<file path="src/rtl/retire_monitor_pkg.sv">
// Shared definitions for the retirement monitor: trace record layout, FSM
// encoding and counter indices.
package retire_monitor_pkg;

  localparam int REC_W         = 54;
  localparam int REC_HALT      = 53;
  localparam int REC_MEMW      = 52;
  localparam int REC_REGW      = 51;
  localparam int REC_SEL_LSB   = 48;
  localparam int REC_WDATA_LSB = 32;
  localparam int REC_ADDR_LSB  = 16;
  localparam int REC_MDATA_LSB = 0;

  typedef enum logic {
    ST_RUN    = 1'b0,
    ST_HALTED = 1'b1
  } state_e;

  localparam int NUM_CNT = 8;
  localparam logic [2:0] CNT_CYCLE   = 3'd0;
  localparam logic [2:0] CNT_INSTR   = 3'd1;
  localparam logic [2:0] CNT_IC_REQ  = 3'd2;
  localparam logic [2:0] CNT_IC_HIT  = 3'd3;
  localparam logic [2:0] CNT_DC_REQ  = 3'd4;
  localparam logic [2:0] CNT_DC_HIT  = 3'd5;
  localparam logic [2:0] CNT_DROP    = 3'd6;
  localparam logic [2:0] CNT_ZERO    = 3'd7;

  function automatic logic [REC_W-1:0] pack_record(
    input logic        halt,
    input logic        mem_write,
    input logic        reg_write,
    input logic [2:0]  reg_sel,
    input logic [15:0] write_data,
    input logic [15:0] mem_addr,
    input logic [15:0] mem_data
  );
    logic [REC_W-1:0] rec;
    rec                        = '0;
    rec[REC_HALT]              = halt;
    rec[REC_MEMW]              = mem_write;
    rec[REC_REGW]              = reg_write;
    rec[REC_SEL_LSB +: 3]      = reg_sel;
    rec[REC_WDATA_LSB +: 16]   = write_data;
    rec[REC_ADDR_LSB +: 16]    = mem_addr;
    rec[REC_MDATA_LSB +: 16]   = mem_data;
    return rec;
  endfunction

endpackage

</file>
<file path="src/rtl/retire_fifo.sv">
// Trace FIFO: ring buffer with an occupancy counter; a push into a full FIFO
// is dropped unless a pop frees the slot in the same cycle.
module retire_fifo #(
  parameter int WIDTH = 54,
  parameter int DEPTH = 4
) (
  input  logic             clk,
  input  logic             rst_n,
  input  logic             clr_i,
  input  logic             push_i,
  input  logic [WIDTH-1:0] data_i,
  input  logic             ready_i,
  output logic             valid_o,
  output logic [WIDTH-1:0] data_o,
  output logic             drop_o
);

  localparam int PTR_W = $clog2(DEPTH);
  localparam logic [PTR_W:0] FULL_CNT = (PTR_W + 1)'(DEPTH);

  logic [WIDTH-1:0] mem_q [DEPTH];
  logic [PTR_W-1:0] wr_ptr_q, rd_ptr_q;
  logic [PTR_W:0]   count_q, count_d;
  logic             full, pop, wr;

  assign full    = (count_q == FULL_CNT);
  assign valid_o = (count_q != '0);
  assign pop     = valid_o & ready_i;
  assign wr      = push_i & (~full | pop);
  assign drop_o  = push_i & full & ~pop;
  assign data_o  = valid_o ? mem_q[rd_ptr_q] : '0;

  // NOTE: every variable written in always_comb gets a default first, so no path can infer a latch.
  always_comb begin
    count_d = count_q;
    if (wr && !pop)      count_d = count_q + 1'b1;
    else if (pop && !wr) count_d = count_q - 1'b1;
  end

  always_ff @(posedge clk or negedge rst_n) begin
    if (!rst_n) begin
      wr_ptr_q <= '0;
      rd_ptr_q <= '0;
      count_q  <= '0;
    end else if (clr_i) begin
      wr_ptr_q <= '0;
      rd_ptr_q <= '0;
      count_q  <= '0;
    end else begin
      if (wr)  wr_ptr_q <= wr_ptr_q + 1'b1;
      if (pop) rd_ptr_q <= rd_ptr_q + 1'b1;
      count_q <= count_d;
    end
  end

  // NOTE: storage is not reset; the empty-FIFO output mux masks stale contents to zero.
  always_ff @(posedge clk) begin
    if (wr && !clr_i) mem_q[wr_ptr_q] <= data_i;
  end

endmodule

</file>
<file path="src/rtl/retire_monitor.sv">
// Retirement monitor: RUN/HALTED FSM, saturating event counters with a
// registered readout, and a trace FIFO of retiring instructions.
module retire_monitor
  import retire_monitor_pkg::*;
#(
  parameter int CNT_W     = 32,
  parameter int TRC_DEPTH = 4
) (
  input  logic             clk,
  input  logic             rst,
  input  logic             regWrite,
  input  logic [2:0]       regSel,
  input  logic [15:0]      writeData,
  input  logic             memWrite,
  input  logic [15:0]      memAddr,
  input  logic [15:0]      memDataIn,
  input  logic             halt,
  input  logic             icacheReq,
  input  logic             icacheHit,
  input  logic             dcacheReq,
  input  logic             dcacheHit,
  input  logic             clear,
  input  logic [2:0]       rd_sel,
  output logic [CNT_W-1:0] rd_data,
  output logic             trc_valid,
  input  logic             trc_ready,
  output logic [REC_W-1:0] trc_data,
  output logic             halted,
  output logic             overflow
);

  state_e           state_q;
  logic [CNT_W-1:0] cnt_q [NUM_CNT];
  logic [CNT_W-1:0] cnt_d [NUM_CNT];
  logic [NUM_CNT-1:0] inc;
  logic [CNT_W-1:0] rd_data_q;
  logic             overflow_q;
  logic             live, retire, drop;

  // Only RUN cycles that are not being cleared observe the pipeline.
  assign live   = (state_q == ST_RUN) & ~clear;
  assign retire = live & (halt | regWrite | memWrite);

  retire_fifo #(.WIDTH(REC_W), .DEPTH(TRC_DEPTH)) u_fifo (
    .clk     (clk),
    .rst_n   (rst),
    .clr_i   (clear),
    .push_i  (retire),
    .data_i  (pack_record(halt, memWrite, regWrite, regSel, writeData, memAddr, memDataIn)),
    .ready_i (trc_ready),
    .valid_o (trc_valid),
    .data_o  (trc_data),
    .drop_o  (drop)
  );

  always_comb begin
    inc             = '0;
    inc[CNT_CYCLE]  = live;
    inc[CNT_INSTR]  = retire;
    inc[CNT_IC_REQ] = live & icacheReq;
    inc[CNT_IC_HIT] = live & icacheHit;
    inc[CNT_DC_REQ] = live & dcacheReq;
    inc[CNT_DC_HIT] = live & dcacheHit;
    inc[CNT_DROP]   = drop;
    inc[CNT_ZERO]   = 1'b0;
    for (int i = 0; i < NUM_CNT; i++) begin
      cnt_d[i] = cnt_q[i];
      if (clear)                        cnt_d[i] = '0;
      else if (inc[i] && ~&cnt_q[i])    cnt_d[i] = cnt_q[i] + 1'b1;
    end
  end

  // NOTE: sequential state uses non-blocking assignments so every flop samples pre-edge values.
  always_ff @(posedge clk or negedge rst) begin
    if (!rst) begin
      state_q    <= ST_RUN;
      overflow_q <= 1'b0;
      rd_data_q  <= '0;
      for (int i = 0; i < NUM_CNT; i++) cnt_q[i] <= '0;
    end else begin
      if (clear)                             state_q <= ST_RUN;
      else if (state_q == ST_RUN && halt)    state_q <= ST_HALTED;
      if (clear)     overflow_q <= 1'b0;
      else if (drop) overflow_q <= 1'b1;
      // Readout shows the selected counter as it stands after this edge.
      rd_data_q <= cnt_d[rd_sel];
      for (int i = 0; i < NUM_CNT; i++) cnt_q[i] <= cnt_d[i];
    end
  end

  assign rd_data  = rd_data_q;
  assign halted   = (state_q == ST_HALTED);
  assign overflow = overflow_q;

endmodule

</file>
<file path="config.mk">
export PLATFORM = sky130hd
export DESIGN_NAME = retire_monitor
export DESIGN_NICKNAME = d
export VERILOG_FILES = /design/src/rtl/retire_monitor_pkg.sv /design/src/rtl/retire_fifo.sv /design/src/rtl/retire_monitor.sv
export SDC_FILE = /design/constraint.sdc
export NUM_CORES = 1
export LEC_CHECK = 0
export BUFFER_PORTS_ARGS = -buffer_cell sky130_fd_sc_hd__clkbuf_2
export CAP_MARGIN = 10
export CORE_MARGIN = 4
export CORE_UTILIZATION = 45
export CTS_BUF_LIST = sky130_fd_sc_hd__clkbuf_4 sky130_fd_sc_hd__clkbuf_8 sky130_fd_sc_hd__clkbuf_16
export DETAILED_ROUTE_END_ITERATION = 8
export PLACE_DENSITY = 0.64
export SLEW_MARGIN = 20
export SYNTH_ARGS = -nofsm -noshare
export SYNTH_HDL_FRONTEND = slang
export SYNTH_SLANG_ARGS = --single-unit
</file>
<file path="constraint.sdc">
create_clock -name clk -period 4.1 [get_ports clk]
set_input_delay 0.41 -clock clk [delete_from_list [all_inputs] [get_ports clk]]
set_output_delay 0.41 -clock clk [all_outputs]
set_load 0.05 [all_outputs]
</file>
==> flow_summary.yaml, run 1 <==
hold_path:
  hold_depth: 1
  worst_hold_startpoint: "memDataIn[12]"
  class_of_the_tightest_hold_or_removal_check: "input pin to flip-flop"
sta:
  timing.final.max_slew_violations: 0
  tns_ps: 0
  finalHoldViolations: 0
  achievable_frequency_mhz: 303
  post-route-worst-setup-slack_ps: 804
  finalHoldWorstSlack_ps: 24.2
  period_share_pct: 80.4
  clock-skew-final_ps: 33.2
  worst_slew_pin_tran_ps: 911
  period_minus_slack_ps: 3300
  timing.final.setup_violations: 0
  rsz_0062_raised_after_global_routing: "false"
  slew_headroom_pct: 39.0
critical_path:
  worst_ep_required_time_ps: 4550
  worst-r2r-setup-slack_ps: 800
  end_kind: "flip-flop"
  critical_path_arrival_ps: 3750
  worstSetupPathType: "flip-flop to flip-flop"
  crit_path_start_kind: "flip-flop"
  max_fo_critical_path: 6
  critPathLaunch: "halted"
  worstReg2RegStart: "halted"
  reg2reg_path_depth: 10
clock_network:
  cts_setup_buffers: 0
  cts_buffers: 54
  clk_root_buffer_cell: "clkbuf_16"
  h-tree-depth: 2
  cts-root-to-sink-buffers: 3
  cts.reportedPaths.clkPinSlew_ps: 60
  tritoncts: "done"
  clkLatencyLatePin_ps: 620
  post_cts.resized_instances: 0
  clkSinkCount: 513
cells_and_area:
  finalInstanceArea_sq_um: 28100
  layout.nets: 2353
  area_growth_syn_to_layout_pct: 16.3
  antenna-diode-count: 0
  post_route_utilization_pct: 53.2
  share_of_layout_cells_above_drive_strength_1_pct: 16.8
global_routing:
  grt_first_pass_wirelength_mm: 110
  grt.overflow.total: 0
  antenna_found_initial: 1
  grt_pass1_vias: 17500
  globalRouteTotalUtil_pct: 24.8
  grt_start_max_net_pins: 104
synth:
  synth_common_cells: "315 x nor2_1, 297 x dfrtp_1, 216 x edfxtp_1"
  synth_edf_count: 216
  combinational_family_with_the_most_area_after_synthesis: "simple AND/OR/NAND/NOR gates"
  synth_top_cell_area_share_pct: 30.7
  syn_nets: 2162
  ys_ff_latch: 513
  synth_xor_area_share_pct: 7.83
  syn_area_per_cell_sq_um: 11.6
  synth_area_leader_cell: "dfrtp_1"
  synthesized_area_fraction_occupied_by_and_or_nand_nor_cells_pct: 19.5
  synth_flop_cell: "dfrtp_1"
  synth_most_common_cell: "nor2_1"
  yosys_warnings: 0
  synthAdderAreaFrac_pct: 0.652
  synthMuxAreaShare_pct: 5.67
  post_synthesis_sequential_area_ratio_pct: 57.6
  synth_area_sq_um: 24200
  synth_unique_cells: 70
  netlist_top_cells_area: "dfrtp_1 31%, edfxtp_1 27%, mux4_2 5.0%, nor2_1 4.9%, xor2_1 4.0%"
  synthesis.instances: 2085
  synth-compound-area-share_pct: 6.75
  async_flop_share_pct: 57.9
placement:
  post-dp-hpwl_mm: 50.8
  place.port_buffers: 153
  placement.cell_area_sq_um: 25900
  pre_cts_ws_ps: 780
  place.gp.congestion: 0.943
die:
  floorplan.rows: 84
  fp.dieW_um: 240
  initial_core_util_pct: 45.7
  floorplan.die_area_sq_um: 57500
  ioPinCount: 154
  core_sq_um: 52900
  dieHeight_um: 240
routing:
  ant_nets: 0
  routed_wl_mm: 71.5
  remaining_drcs: 0
  detailroute.via_count: 17900
  detailedRoute.firstIterationViolations: 1711
  drt-wirelength-per-cell_um: 23.8
  firstDrtPassIters: 5
  detailed_route_vias_per_instance: 5.96
outcome:
  outcome: "finished clean"
run:
  max-cap-violations: 0
power_and_ir_drop:
  peakVddDrop_mv: 0.407
  leakage_nw: 11.0
  power.density_cell_area_nw_per_um2: 502
path summary, 6_finish.rpt:
check / to
min: u_fifo.mem_q[0][12]
max: rd_data[13]
min in group asynchronous: cnt_q[27]
max reg2reg: rd_data[13]
min reg2reg: cnt_q[27]
max in group asynchronous: cnt_q[72]
logic make-up (layout without fill, tap and decap cells):
logic type,Yosys count,count (layout)
and+or+nand+nor,920,920
DFF,513,513
AOI/OAI and AO/OA,227,227
xor gates and xnor gates,216,216
buffers and inverters,128,363
muxes,69,69
adders and majority gates,12,12
where the power goes:
group | internal, mW | switching, mW
logic | 0.934 | 2.31
registers | 5.53 | 0.128
clock network | 3.11 | 2.10
total | 9.58 | 4.54
flip-flops by register name, summed over array words and instances (netlist names):
name             count
rd_data             32
u_fifo.count_q       3
u_fifo.wr_ptr_q      2
halted               1
u_fifo.mem_q       216
u_fifo.rd_ptr_q      2
cnt_q              256
overflow             1
cell type report:
class / instances / area [sq um]
fill: 4579 / 24800
multi-input combinational: 1444 / 9770
inverter: 29 / 109
tap: 688 / 861
clock inverter: 34 / 437
clock buffer: 66 / 1460
timing repair buffer: 234 / 1540
sequential: 513 / 13900
layout by cell type, fill, tap and decap left out, drive strengths merged, types with 30 or more instances in the layout:
cell      n
a21oi    35
buf      54
nor2    316
xor2    110
nor2b    33
and3     61
inv      30
and4     36
xnor2   106
and2     63
nand3    72
dfrtp   297
nand4    87
o221ai   52
nor3     47
mux4     54
nand2   108
o21ai    38
edfxtp  216
clkbuf  217
through the flow:
| step | power [mW] | cells |
|---|---|---|
| 2_1_floorplan | 8.06 | 2085 |
| 3_3_place_gp | 8.98 | 2879 |
| 4_1_cts | 14.2 | 3008 |
| 6_report | 14.1 | 3008 |
| 3_5_place_dp | 9.01 | 2879 |
| 5_1_grt | 14.6 | 3008 |
per-layer routing:
metal  global-route usage [%]  part of all wire (%)  vias up
met5                        0                 0.015        -
met4                     6.68                   2.9        2
met3                     4.23                   7.0      114
met2                     39.0                    47      662
met1                     36.0                    43     9105
li1                         -                     -     8046
timing repair:
action                     4_1_cts  5_1_grt
setup endpoints to repair        0        0
hold buffers                    29        0
hold endpoints to repair       182        0
worst max-delay path, cell delays in order, from the launching register on:
cell and delay, ps:
dfrtp_1 420, buf_4 210, or3b_4 420, or2_4 280, a311oi_1 270, buf_4 210
nand2_1 70, xor2_1 220, o221ai_1 220, a211oi_1 690, nor2_1 110
Power figures use the tool's default switching activity.
==> inputs of run 2 (changes only) <==
PLACE_DENSITY = 0.66   (was 0.64)
clock period = 2.8 ns   (was 4.1 ns; I/O delays follow)
==> run 2 against run 1 <==
The run now ends with setup timing left. Utilization up 4.2 points. Critical path depth decreased by 2. Maximum frequency rose by 15%. Hold slack better by 150 ps. Sequential power rose by 45%. Clock-buffer cell count up 5. Cell count grew 7.4%. Setup slack got worse by 860 ps. Combinational power grew 57%. Global-route usage rose by 0.55 points. Largest cell class unchanged.
==> flow_summary.yaml, run 2 (same netlist as run 1, synthesis figures left out) <==
routing:
  drt-wirelength-per-cell_um: 22.9
  detailed_route_vias_per_instance: 5.80
  firstDrtPassIters: 5
  ant_nets: 0
  remaining_drcs: 0
  detailroute.via_count: 18700
  detailedRoute.firstIterationViolations: 1565
  routed_wl_mm: 73.9
sta:
  slew_headroom_pct: 55.9
  post-route-worst-setup-slack_ps: -54.5
  period_share_pct: 102
  timing.final.max_slew_violations: 0
  tns_ps: -54.5
  clock-skew-final_ps: 42.4
  rsz_0062_raised_after_global_routing: "true"
  period_minus_slack_ps: 2850
  achievable_frequency_mhz: 350
  timing.final.setup_violations: 1
  finalHoldViolations: 0
  worst_slew_pin_tran_ps: 661
critical_path:
  crit_path_start_kind: "flip-flop"
  worst_ep_required_time_ps: 3320
  crit_path_cell_trace: "or3b_4 > or2_4 > or3_4 > or4b_4 > xor2_4 > mux2i_1 > a221o_1 > o211a_1"
  worstSetupPathType: "flip-flop to flip-flop"
  worstReg2RegStart: "halted"
  critPathLaunch: "halted"
  end_kind: "flip-flop"
  critical-path-top-delay-family: "simple AND/OR/NAND/NOR gates"
  critical_path_arrival_ps: 3370
  logic_depth_of_the_worst_path_buffers_included: 8
  critPathSlowestCell: "or4b_4"
  max_fo_critical_path: 4
  cp_num_buf_inv: 0
  critPathMaxStageDelay_ps: 530
  reg2reg_path_depth: 8
  endpoint: "rd_data[19]"
  reg2reg_to: "rd_data[19]"
  worst-r2r-setup-slack_ps: -50
clock_network:
  clk_root_buffer_cell: "clkbuf_16"
  cts.reportedPaths.clkPinSlew_ps: 60
  h-tree-depth: 2
  tritoncts: "done"
  clkLatencyLatePin_ps: 630
  cts_buffers: 56
  cts-root-to-sink-buffers: 3
  clkSinkCount: 513
cells_and_area:
  area_growth_syn_to_layout_pct: 25.4
  largest_register: "cnt_q"
  finalInstanceArea_sq_um: 30300
  final_common_cell: "nor2_1"
  number_of_flip_flops_in_the_largest_register: 256
  layout.nets: 2569
  share_of_layout_cells_above_drive_strength_1_pct: 25.0
  post_route_utilization_pct: 57.3
  final_cell_mix: "315 x nor2_1, 294 x dfrtp_1, 224 x buf_4"
run:
  max-cap-violations: 0
global_routing:
  globalRouteTotalUtil_pct: 25.3
  grt_first_pass_wirelength_mm: 112
  grt_pass1_vias: 18800
  grt.overflow.total: 0
  grt_start_max_net_pins: 79
  antenna_found_initial: 5
die:
  floorplan.die_area_sq_um: 57500
  fp.dieW_um: 240
  core_sq_um: 52900
  floorplan.rows: 84
  dieHeight_um: 240
  ioPinCount: 154
  initial_core_util_pct: 45.7
power_and_ir_drop:
  clock_power_share_pct: 36.8
  swShare_pct: 32.0
  leakage_nw: 12.1
  peakVddDrop_mv: 0.650
  final_total_pwr_mw: 21.1
  comb_power_share_pct: 24.2
  p_sw_mw: 6.74
  power.internal_mw: 14.3
  seq_power_share_pct: 39.0
  power.density_cell_area_nw_per_um2: 696
outcome:
  violations: "setup timing"
  outcome: "finished, violations left"
placement:
  placement.cell_area_sq_um: 27300
  place.gp.congestion: 0.949
  post-dp-hpwl_mm: 52.6
  place.port_buffers: 153
  pre_cts_ws_ps: -141
hold_path:
  class_of_the_tightest_hold_or_removal_check: "input pin to flip-flop"
-- run 2: changes by cell type in the layout (fill, tap and decap cells not counted), moves of 7 or more --
| cell | delta |
|---|---|
| nor3_2 | +7 |
| nor4_1 | -10 |
| dlygate4sd3_1 | +27 |
| nor4_2 | +8 |
| buf_4 | +178 |
| nor3_1 | -7 |
-- run 2: metrics by stage --
step           hold WS [ps]  cells
2_1_floorplan         -15.6   2085
3_3_place_gp            331   3057
3_5_place_dp            335   3057
4_1_cts                 129   3220
5_1_grt                 165   3227
6_report                172   3230
-- run 2: layout make-up --
type / count / area [sq um]
Antenna cell: 4 / 10.0
Clock buffer: 71 / 1540
Clock inverter: 33 / 415
Fill cell: 4338 / 22600
Inverter: 29 / 109
Multi-Input combinational cell: 1444 / 10100
Sequential cell: 513 / 13900
Tap cell: 688 / 861
Timing Repair Buffer: 448 / 3310
-- run 2: how the worst min path moves through the flow --
stage	depth (start not counted)	endpoint	slack (ps)	start
2_1_floorplan	0	cnt_q[0]	-20	rst
3_3_place_gp	1	cnt_q[36]	330	rst
3_5_place_dp	1	cnt_q[34]	340	rst
4_1_cts	4	u_fifo.count_q[1]	130	trc_ready
5_1_grt	4	u_fifo.count_q[1]	170	trc_ready
6_report	4	u_fifo.count_q[1]	170	trc_ready
-- run 2: power by group through the flow --
| stage | Clock, mW | Combinational [mW] | Sequential [mW] |
|---|---|---|---|
| finish | 7.76 | 5.10 | 8.23 |
| global route | 8.24 | 5.38 | 8.24 |
| CTS | 7.87 | 5.03 | 8.25 |
| detailed placement | 0 | 4.89 | 8.43 |
| global placement | 0 | 4.84 | 8.41 |
| floorplan | 0 | 3.34 | 8.46 |
-- run 2: routing by layer --
metal / part of all wire, % / GRT usage, % / routed length, um
met1: 41 / 34.0 / 30200
met2: 47 / 40.5 / 34400
met3: 7.6 / 4.93 / 5630
met4: 4.9 / 11.1 / 3610
met5: 0.035 / 0 / 26
-- run 2: worst register-to-register path: stages (launching register included) --
cell     delay [ps]
dfrtp_2         460
or3b_4          430
or2_4           270
or3_4           340
or4b_4          530
xor2_4          190
mux2i_1         120
a221o_1         310
o211a_1         110
-- run 2: repair_timing --
item | in CTS | in global routing
setup buffers | 3 | 7
endpoints found under the hold margin | 291 | 0
resized for setup | 17 | 54
hold buffers | 56 | 0
pin swaps | 4 | 11
endpoints found under the setup margin | 53 | 47
